==> src/rtl/exceed_detect_scheduler.sv <==
// Two-requester round-robin front end for the exceed-detection engine: launches a job,
// times the engine latency, captures the exceed map. Optional popcount: EXCEED_SCHED_POPCNT_EN.
module exceed_detect_scheduler #(
    parameter int INWIDTH_DELTA = 17,
    parameter int ENGINE_LAT    = 19
) (
    input  logic                     clk,
    input  logic                     rst,
    input  logic [1:0]               req_i,
    input  logic [INWIDTH_DELTA-1:0] thres1_0_i,
    input  logic [INWIDTH_DELTA-1:0] thres1_1_i,
    input  logic [INWIDTH_DELTA-1:0] thres2_0_i,
    input  logic [INWIDTH_DELTA-1:0] thres2_1_i,
    output logic [1:0]               ack_o,
    output logic                     eng_start_o,
    output logic                     eng_sel_o,
    output logic [INWIDTH_DELTA-1:0] eng_thres1_o,
    output logic [INWIDTH_DELTA-1:0] eng_thres2_o,
    input  logic [15:0]              eng_map_i,
    output logic [1:0]               done_o,
    output logic [15:0]              map_o,
    output logic                     busy_o
`ifdef EXCEED_SCHED_POPCNT_EN
    ,
    output logic [4:0]               exceed_cnt_o
`endif
);

    localparam logic [2:0] S_IDLE    = 3'd0;
    localparam logic [2:0] S_LAUNCH  = 3'd1;
    localparam logic [2:0] S_WAIT    = 3'd2;
    localparam logic [2:0] S_CAPTURE = 3'd3;
    localparam logic [2:0] S_RESP    = 3'd4;

    // LAUNCH is start+0, WAIT spans start+1..start+LAT-1 while the counter runs down to 0.
    localparam logic [5:0] CNT_LOAD = 6'(ENGINE_LAT - 2);

    logic [2:0]               state_reg, state_next;
    logic                     grant_reg;
    logic                     prio_reg;
    logic                     pick;
    logic [5:0]               cnt_reg;
    logic [INWIDTH_DELTA-1:0] thres1_reg, thres2_reg;
    logic [15:0]              map_reg;

    // prio_reg names the requester that wins a tie.
    always_comb begin
        pick = 1'b0;
        case (req_i)
            2'b01:   pick = 1'b0;
            2'b10:   pick = 1'b1;
            2'b11:   pick = prio_reg;
            default: pick = 1'b0;
        endcase
    end

    always_comb begin
        state_next = state_reg;
        case (state_reg)
            S_IDLE:    if (|req_i) state_next = S_LAUNCH;
            S_LAUNCH:  state_next = S_WAIT;
            S_WAIT:    if (cnt_reg == 6'd0) state_next = S_CAPTURE;
            S_CAPTURE: state_next = S_RESP;
            S_RESP:    state_next = S_IDLE;
            default:   state_next = S_IDLE;
        endcase
    end

    always_ff @(posedge clk or posedge rst) begin
        if (rst) begin
            state_reg  <= S_IDLE;
            grant_reg  <= 1'b0;
            prio_reg   <= 1'b0;
            cnt_reg    <= 6'd0;
            thres1_reg <= '0;
            thres2_reg <= '0;
            map_reg    <= 16'h0000;
        end else begin
            state_reg <= state_next;
            case (state_reg)
                S_IDLE: begin
                    if (|req_i) begin
                        grant_reg  <= pick;
                        prio_reg   <= ~pick;
                        thres1_reg <= pick ? thres1_1_i : thres1_0_i;
                        thres2_reg <= pick ? thres2_1_i : thres2_0_i;
                    end
                end
                S_LAUNCH:  cnt_reg <= CNT_LOAD;
                S_WAIT:    if (cnt_reg != 6'd0) cnt_reg <= cnt_reg - 6'd1;
                S_CAPTURE: map_reg <= eng_map_i;
                default: ;
            endcase
        end
    end

`ifdef EXCEED_SCHED_POPCNT_EN
    logic [4:0] popcnt_reg;

    always_ff @(posedge clk or posedge rst) begin
        if (rst) begin
            popcnt_reg <= 5'd0;
        end else if (state_reg == S_CAPTURE) begin
            popcnt_reg <= 5'($countones(eng_map_i));
        end
    end

    assign exceed_cnt_o = popcnt_reg;
`endif

    genvar gi;
    generate
        for (gi = 0; gi < 2; gi++) begin : g_req
            assign ack_o[gi]  = (state_reg == S_LAUNCH) && (grant_reg == 1'(gi));
            assign done_o[gi] = (state_reg == S_RESP)   && (grant_reg == 1'(gi));
        end
    endgenerate

    assign eng_start_o  = (state_reg == S_LAUNCH);
    assign eng_sel_o    = grant_reg;
    assign eng_thres1_o = thres1_reg;
    assign eng_thres2_o = thres2_reg;
    assign map_o        = map_reg;
    assign busy_o       = (state_reg != S_IDLE);

endmodule

==> config.mk <==
export PLATFORM = sky130hd
export DESIGN_NAME = exceed_detect_scheduler
export DESIGN_NICKNAME = d
export VERILOG_FILES = /design/src/rtl/exceed_detect_scheduler.sv
export SDC_FILE = /design/constraint.sdc
export NUM_CORES = 1
export LEC_CHECK = 0
export ABC_AREA = 1
export BUFFER_PORTS_ARGS = -buffer_cell sky130_fd_sc_hd__buf_2
export CORE_MARGIN = 5
export CORE_UTILIZATION = 40
export CTS_CLUSTER_DIAMETER = 200
export CTS_CLUSTER_SIZE = 8
export DETAILED_ROUTE_END_ITERATION = 12
export PLACE_DENSITY = 0.71
export SYNTH_ARGS = -nofsm -noshare
export SYNTH_HDL_FRONTEND = slang
export SYNTH_SLANG_ARGS = --single-unit
==> constraint.sdc <==
create_clock -name clk -period 1.7 [get_ports clk]
set_input_delay 0.17 -clock clk [delete_from_list [all_inputs] [get_ports clk]]
set_output_delay 0.17 -clock clk [all_outputs]
set_load 0.005 [all_outputs]
==> impl_summary.txt, run 1 <==
----------------------------------------------------
[CTS]
  Clock root cell ... clkbuf_8
  Sinks on Clock Net ... 61
  CTS tree ... built
  Setup fix buffers added after clock tree synthesis ... 0
  Source-to-sink clock delay at the later pin of the worst-skew pair ... 0.32 ns
  Buffer depth of the longest clock path ... 2
  Total clock buffers created by CTS ... 9
  Htree depth ... 3
  Register clock-pin slew on the reported worst setup and hold paths ... 0.07 ns

[Synthesis]
  #FFs+latches synth ... 61
  Number of warnings reported in the yosys synthesis log ... 0
  Syn Inst Count ... 343
  Number of distinct library cells after synthesis ... 23
  Most frequent cell after synthesis ... nand2_1
  Most frequently used flop master after synthesis ... dfrtp_1
  Fraction of registers with async set or reset after synthesis ... 1.000
  Net count after synthesis ... 433
  Post-synth top area share ... 0.5225
  Largest cells by area after synthesis ... dfrtp_1, nand2_1, nand3_1
  Share of the yosys chip area belonging to registers ... 0.5225
  Cell area after synthesis ... 0.002922 mm2
  Post-synthesis area per instance ... 8.518 um2
  Most frequent cells after synthesis ... nand2_1, nand3_1, dfrtp_1, nand4_1, nor2_1
  Number of synthesized flops with an enable pin ... 0
  Leading area contributor after synthesis ... dfrtp_1

[Worst setup path]
  Category of the worst setup path capture point ... output port
  Required time of the critical path ... 1.53 ns
  Crit Path Category ... reg -> out
  Category of the worst setup path launch point ... flop
  Crit path max fanout ... 6
  Flop2flop setup slack ... 0.32 ns
  Critical path arrival ... 1.39 ns

[Floorplanning]
  Total Die Area ... 0.009113 mm2
  Count of boundary I/O pins ... 145
  Area of the core ... 0.007176 mm2
  Initial standard-cell utilization of the core ... 0.4071
  Count of standard-cell rows ... 31
  Height of the die ... 95.46 um
  Die Span X ... 95.46 um

[Run]
  MaxCap Viol Count ... 0

[Layout]
  Number of inserted filler cells in the final layout ... 669
  Count of inserted antenna diode cells ... 0
  Share of post-route cells with drive strength above 1 ... 0.3707
  Filler-free cell count of the finished design ... 590
  Net count, final ... 576
  Synth-to-Final Area Change ... 35.89%

[Timing]
  Final period utilization ... 0.9183
  Unrepaired setup endpoints after global routing ... no
  Setup TNS ... 0 ns
  Transition time at the pin with the least slew margin ... 0.4155 ns
  Min cycle time layout ... 1.561 ns
  Final max-slew violation count ... 0
  Highest clock frequency the design can meet ... 640.6 MHz
  Layout Skew ... 0.009374 ns
  Slew HR ... 0.7226
  Final count of negative-setup-slack endpoints ... 0
  Final hold vios ... 0

[Global routing]
  Maximum number of pins on one net before global-route repair ... 44
  Combined global-route utilization of all metal layers ... 0.1788
  Total overflow reported by the global router ... 0
  Initial antenna violation count ... 0
  Vias in the first global route ... 2788
  Wire length of the first global-routing pass ... 12720 um

[Place]
  Weighted congestion at the end of routability-driven global placement ... 0.7974
  Estimated wirelength of the detail-placed design ... 5970 um
  Input/output buffers ... 144
  Cells after DPL ... 573

[Worst hold path]
  Min-delay worst type ... in -> reg

[Run status]
  Status ... finished, final reports clean

[Routing]
  Routed via count ... 2920
  Detailed Route WL ... 8177 um
  Post-DR vias/cell ... 4.949
  Number of routed nets with antenna violations ... 0
  Final routed DRC violation total ... 0
  DRT Pass-1 Iters ... 4
  Detail-routed net length per standard cell ... 13.86 um
  Initial DRC count ... 131

[Pwr]
  Leakage Power ... 0.002160 uW
  Areal power density over the cells ... 1842 mW/mm2
  VDD IR-drop max ... 0.0007970 V

----------------------------------------------------
[metrics by stage]
stage                     setup WS [ns]  utilization  power, uW  hold slack [ns]  area, um2
final                            0.1389       0.5533       7315          0.03503       3970
after detailed placement         0.3142       0.5184       5816           0.1987       3720
after floorplan                 0.01696            -       4652           0.2796       2922
after CTS                        0.1178       0.5533       7410          0.01802       3970
after global placement           0.3738       0.5184       5710           0.1896       3720
after global routing            0.04633       0.5533       7943          0.01387       3970
[path summary, 6_finish.rpt]
| kind | depth (start not counted) | startpoint | end |
|---|---|---|---|
| min | 3 | eng_map_i[8] | map_o[8]$_DFFE_PP0N_ |
| min reg2reg | 2 | map_o[2]$_DFFE_PP0N_ | map_o[2]$_DFFE_PP0N_ |
| max reg2reg | 6 | state_reg[0]$_DFFE_PP0P_ | eng_thres1_o[1]$_DFFE_PP0P_ |
| max | 4 | state_reg[2]$_DFFE_PP0P_ | ack_o[1] |
| min in group asynchronous | 3 | rst | map_o[5]$_DFFE_PP0N_ |
| max in group asynchronous | 4 | rst | eng_thres2_o[6]$_DFFE_PP0P_ |
[final cells by class]
class / count / area, um2 / area share
clock buffers: 12 / 145.1 / 0.03656
clock inverters: 4 / 95.09 / 0.02395
multi-input cells: 244 / 1181 / 0.2975
inverters: 16 / 62.56 / 0.01576
flip-flops and latches: 61 / 1526 / 0.3845
repair buffers: 154 / 835.8 / 0.2105
well taps: 99 / 123.9 / 0.03120
[power by group]
part	switching [uW]	internal [uW]
Sequential	433	2170
Combinational	1840	1320
Clock	543	1010
Total	2810	4500
[worst max-delay path: stages (launching register included)]
cell	delay, ns
dfrtp_1	0.42
inv_2	0.11
nand3_1	0.25
nor2_1	0.16
buf_2	0.13
[layer usage]
layer,global-route usage,share of wire,up-vias
li1,-,-,1450
met1,0.2295,0.41,1352
met2,0.2933,0.51,108
met3,0.03315,0.070,10
met4,0.08057,0.015,0
met5,0,0,-
[placed cells by master (no fill, tap or decap), types with 2 or more instances in the layout]
cell / count
nor2_1: 14
inv_1: 9
nand4_1: 36
dfrtp_1: 61
clkbuf_8: 10
nand2_2: 2
nand2_4: 2
ha_1: 2
buf_2: 144
buf_12: 3
o21ai_0: 6
bufinv_16: 3
nand3_1: 74
nand2_1: 101
buf_4: 6
clkbuf_1: 2
inv_2: 6
[kinds of logic after synthesis]
family | share of synthesized area
buffers and inverters | 0.07324
AOI/OAI and AO/OA | 0.01199
and+or+nand+nor | 0.3807
DFF | 0.5225
adders and majority gates | 0.008564
xor gates and xnor gates | 0.002998
[repair_timing]
item / CTS / global route
hold buffers: 1 / 0
endpoints found under the hold margin: 18 / 0
resized for setup: 0 / 0
endpoints found under the setup margin: 0 / 0
Power figures use the tool's default switching activity.
==> run 2: changes to the inputs <==
CELL_PAD_IN_SITES_DETAIL_PLACEMENT = 1   (was unset)
CELL_PAD_IN_SITES_GLOBAL_PLACEMENT = 2   (was unset)
CORE_UTILIZATION = 22   (was 40)
PLACE_DENSITY = 0.72   (was 0.71)
==> run 2 against run 1 <==
Sequential power about the same. Register-to-register slack got worse by 0.11 ns. Worst hold slack improved by 0.0067 ns. Combinational power is 2% higher. Final cell count grew 13%. Global-route usage decreased by 4.2 points. Fmax increased by 3.2%. Cell area grew 3.8%. Utilization shrank 24 points. Sequential share of layout area fell by 1.4 points. Non-clock buffer count shrank 1. Critical endpoint unchanged. Largest cell class unchanged.
==> impl_summary.txt, run 2 (synthesis results as in run 1) <==
----------------------------------------------------
[CTS]
  Buffer depth of the longest clock path ... 2
  Sinks on Clock Net ... 61
  Total clock buffers created by CTS ... 9
  CTS tree ... built
  Setup fix buffers added after clock tree synthesis ... 0
  Register clock-pin slew on the reported worst setup and hold paths ... 0.05 ns
  Clock root cell ... clkbuf_16
  Source-to-sink clock delay at the later pin of the worst-skew pair ... 0.32 ns
  Htree depth ... 3

[Layout]
  Most common cell after layout, fill and taps aside ... buf_2
  Count of inserted antenna diode cells ... 0
  Share of post-route cells with drive strength above 1 ... 0.3755
  Utilization after layout ... 0.3138
  Number of inserted filler cells in the final layout ... 1608
  Synth-to-Final Area Change ... 41.11%
  Design Area, Final ... 0.004123 mm2
  Commonest cells after routing, fill and taps aside ... buf_2, nand2_1, nand3_1
  Net count, final ... 575

[Routing]
  Final routed DRC violation total ... 0
  Detailed Route WL ... 10610 um
  DRT Pass-1 Iters ... 4
  Routed via count ... 3012
  Detail-routed net length per standard cell ... 15.93 um
  Number of routed nets with antenna violations ... 0
  Initial DRC count ... 101
  Post-DR vias/cell ... 4.523

[Global routing]
  Initial antenna violation count ... 0
  Maximum number of pins on one net before global-route repair ... 71
  Wire length of the first global-routing pass ... 17440 um
  Combined global-route utilization of all metal layers ... 0.1363
  Total overflow reported by the global router ... 0
  Vias in the first global route ... 3429

[Timing]
  Min cycle time layout ... 1.512 ns
  Unrepaired setup endpoints after global routing ... no
  Final count of negative-setup-slack endpoints ... 0
  Setup TNS ... 0 ns
  Final period utilization ... 0.8897
  Slew HR ... 0.6560
  Highest clock frequency the design can meet ... 661.2 MHz
  Final hold vios ... 0
  Final max-slew violation count ... 0
  Layout Skew ... 0.005932 ns
  Transition time at the pin with the least slew margin ... 0.5153 ns
  Minimum setup slack in the final design ... 0.1875 ns

[Pwr]
  Areal power density over the cells ... 1881 mW/mm2
  VDD IR-drop max ... 0.0006644 V
  Overall power ... 7754 uW
  Leakage Power ... 0.002191 uW

[Place]
  Estimated wirelength of the detail-placed design ... 7498 um
  Input/output buffers ... 144
  Weighted congestion at the end of routability-driven global placement ... 0.7907
  Worst setup slack after placement ... 0.2330 ns
  Instance area at placement ... 0.003796 mm2

[Floorplanning]
  Count of boundary I/O pins ... 145
  Total Die Area ... 0.01568 mm2
  Area of the core ... 0.01314 mm2
  Initial standard-cell utilization of the core ... 0.2224
  Count of standard-cell rows ... 42
  Die Span X ... 125.2 um
  Height of the die ... 125.2 um

[Worst setup path]
  Category of the worst setup path launch point ... flop
  Category of the worst setup path capture point ... output port
  Critical path arrival ... 1.34 ns
  Crit path max fanout ... 6
  CP max-delay cell ... dfrtp_1
  Crit Path Category ... reg -> out
  CP peak stage delay ... 0.42 ns
  Family with the most delay on the worst path ... flip-flops
  Critical-path cell list ... inv_2 -> nand3_2 -> nor2_1 -> buf_2
  Required time of the critical path ... 1.53 ns
  Worst path bufs/invs ... 2

[Worst hold path]
  Min-delay worst type ... in -> reg

[Run]
  MaxCap Viol Count ... 0

[Run status]
  Status ... finished, final reports clean

----------------------------------------------------
-- run 2: cell count changes in the layout (fill, tap and decap cells not counted), sizes merged --
cell / change
bufinv: -2
buf: -1
clkinv: +2
-- run 2: worst reg2reg max path: stages (launching register included) --
cell and delay [ns]:
dfrtp_1 0.46, nor2_4 0.17, nand3_4 0.16, inv_4 0.09
buf_12 0.25, nand4_1 0.19, nand3_1 0.10
-- run 2: power by group --
group	leakage, uW	total [uW]	switching, uW	internal [uW]
clock	0.000158	1910	664	1250
sequential	0.000757	2620	454	2170
combinational	0.00128	3220	1940	1280
-- run 2: final cells by class --
type	instances	area (um2)	area share
clock buffer	12	266.5	0.06464
multi-input combinational	244	1186	0.2877
timing repair buffer	153	815.8	0.1979
sequential	61	1526	0.3703
inverter	16	62.56	0.01517
clock inverter	4	45.04	0.01093
tap	176	220.2	0.05341
-- run 2: timing repair --
action | CTS | global route
endpoints found under the setup margin | 0 | 2
hold endpoints to repair | 21 | 0
resized for setup | 0 | 1
hold buffers | 1 | 0
-- run 2: stage by stage --
stage                     hold slack (ns)  std cells
after floorplan                    0.2796        343
after global placement             0.2378        649
after detailed placement           0.2448        649
after CTS                         0.02599        666
after global routing              0.04079        666
final                             0.04169        666
-- run 2: per-layer routing --
metal,share of wire,track usage,vias up
met5,0,0,-
met4,0.013,0.04592,0
met3,0.049,0.03198,8
met2,0.51,0.2385,80
met1,0.43,0.1649,1482
li1,-,-,1442
-- run 2: path summary, 6_finish.rpt --
check                                         start                           end  slack [ns]  depth (start not counted)
setup / recovery           state_reg[2]$_DFFE_PP0P_                      ack_o[1]        0.19                          4
hold / removal                         eng_map_i[0]          map_o[0]$_DFFE_PP0N_        0.04                          3
setup reg to reg           state_reg[0]$_DFFE_PP0P_  eng_thres1_o[13]$_DFFE_PP0P_        0.21                          6
hold reg to reg                map_o[0]$_DFFE_PP0N_          map_o[0]$_DFFE_PP0N_        0.48                          2
max in group asynchronous                       rst        cnt_reg[3]$_DFFE_PP0P_        0.66                          4
min in group asynchronous                       rst          map_o[2]$_DFFE_PP0N_        0.43                          3
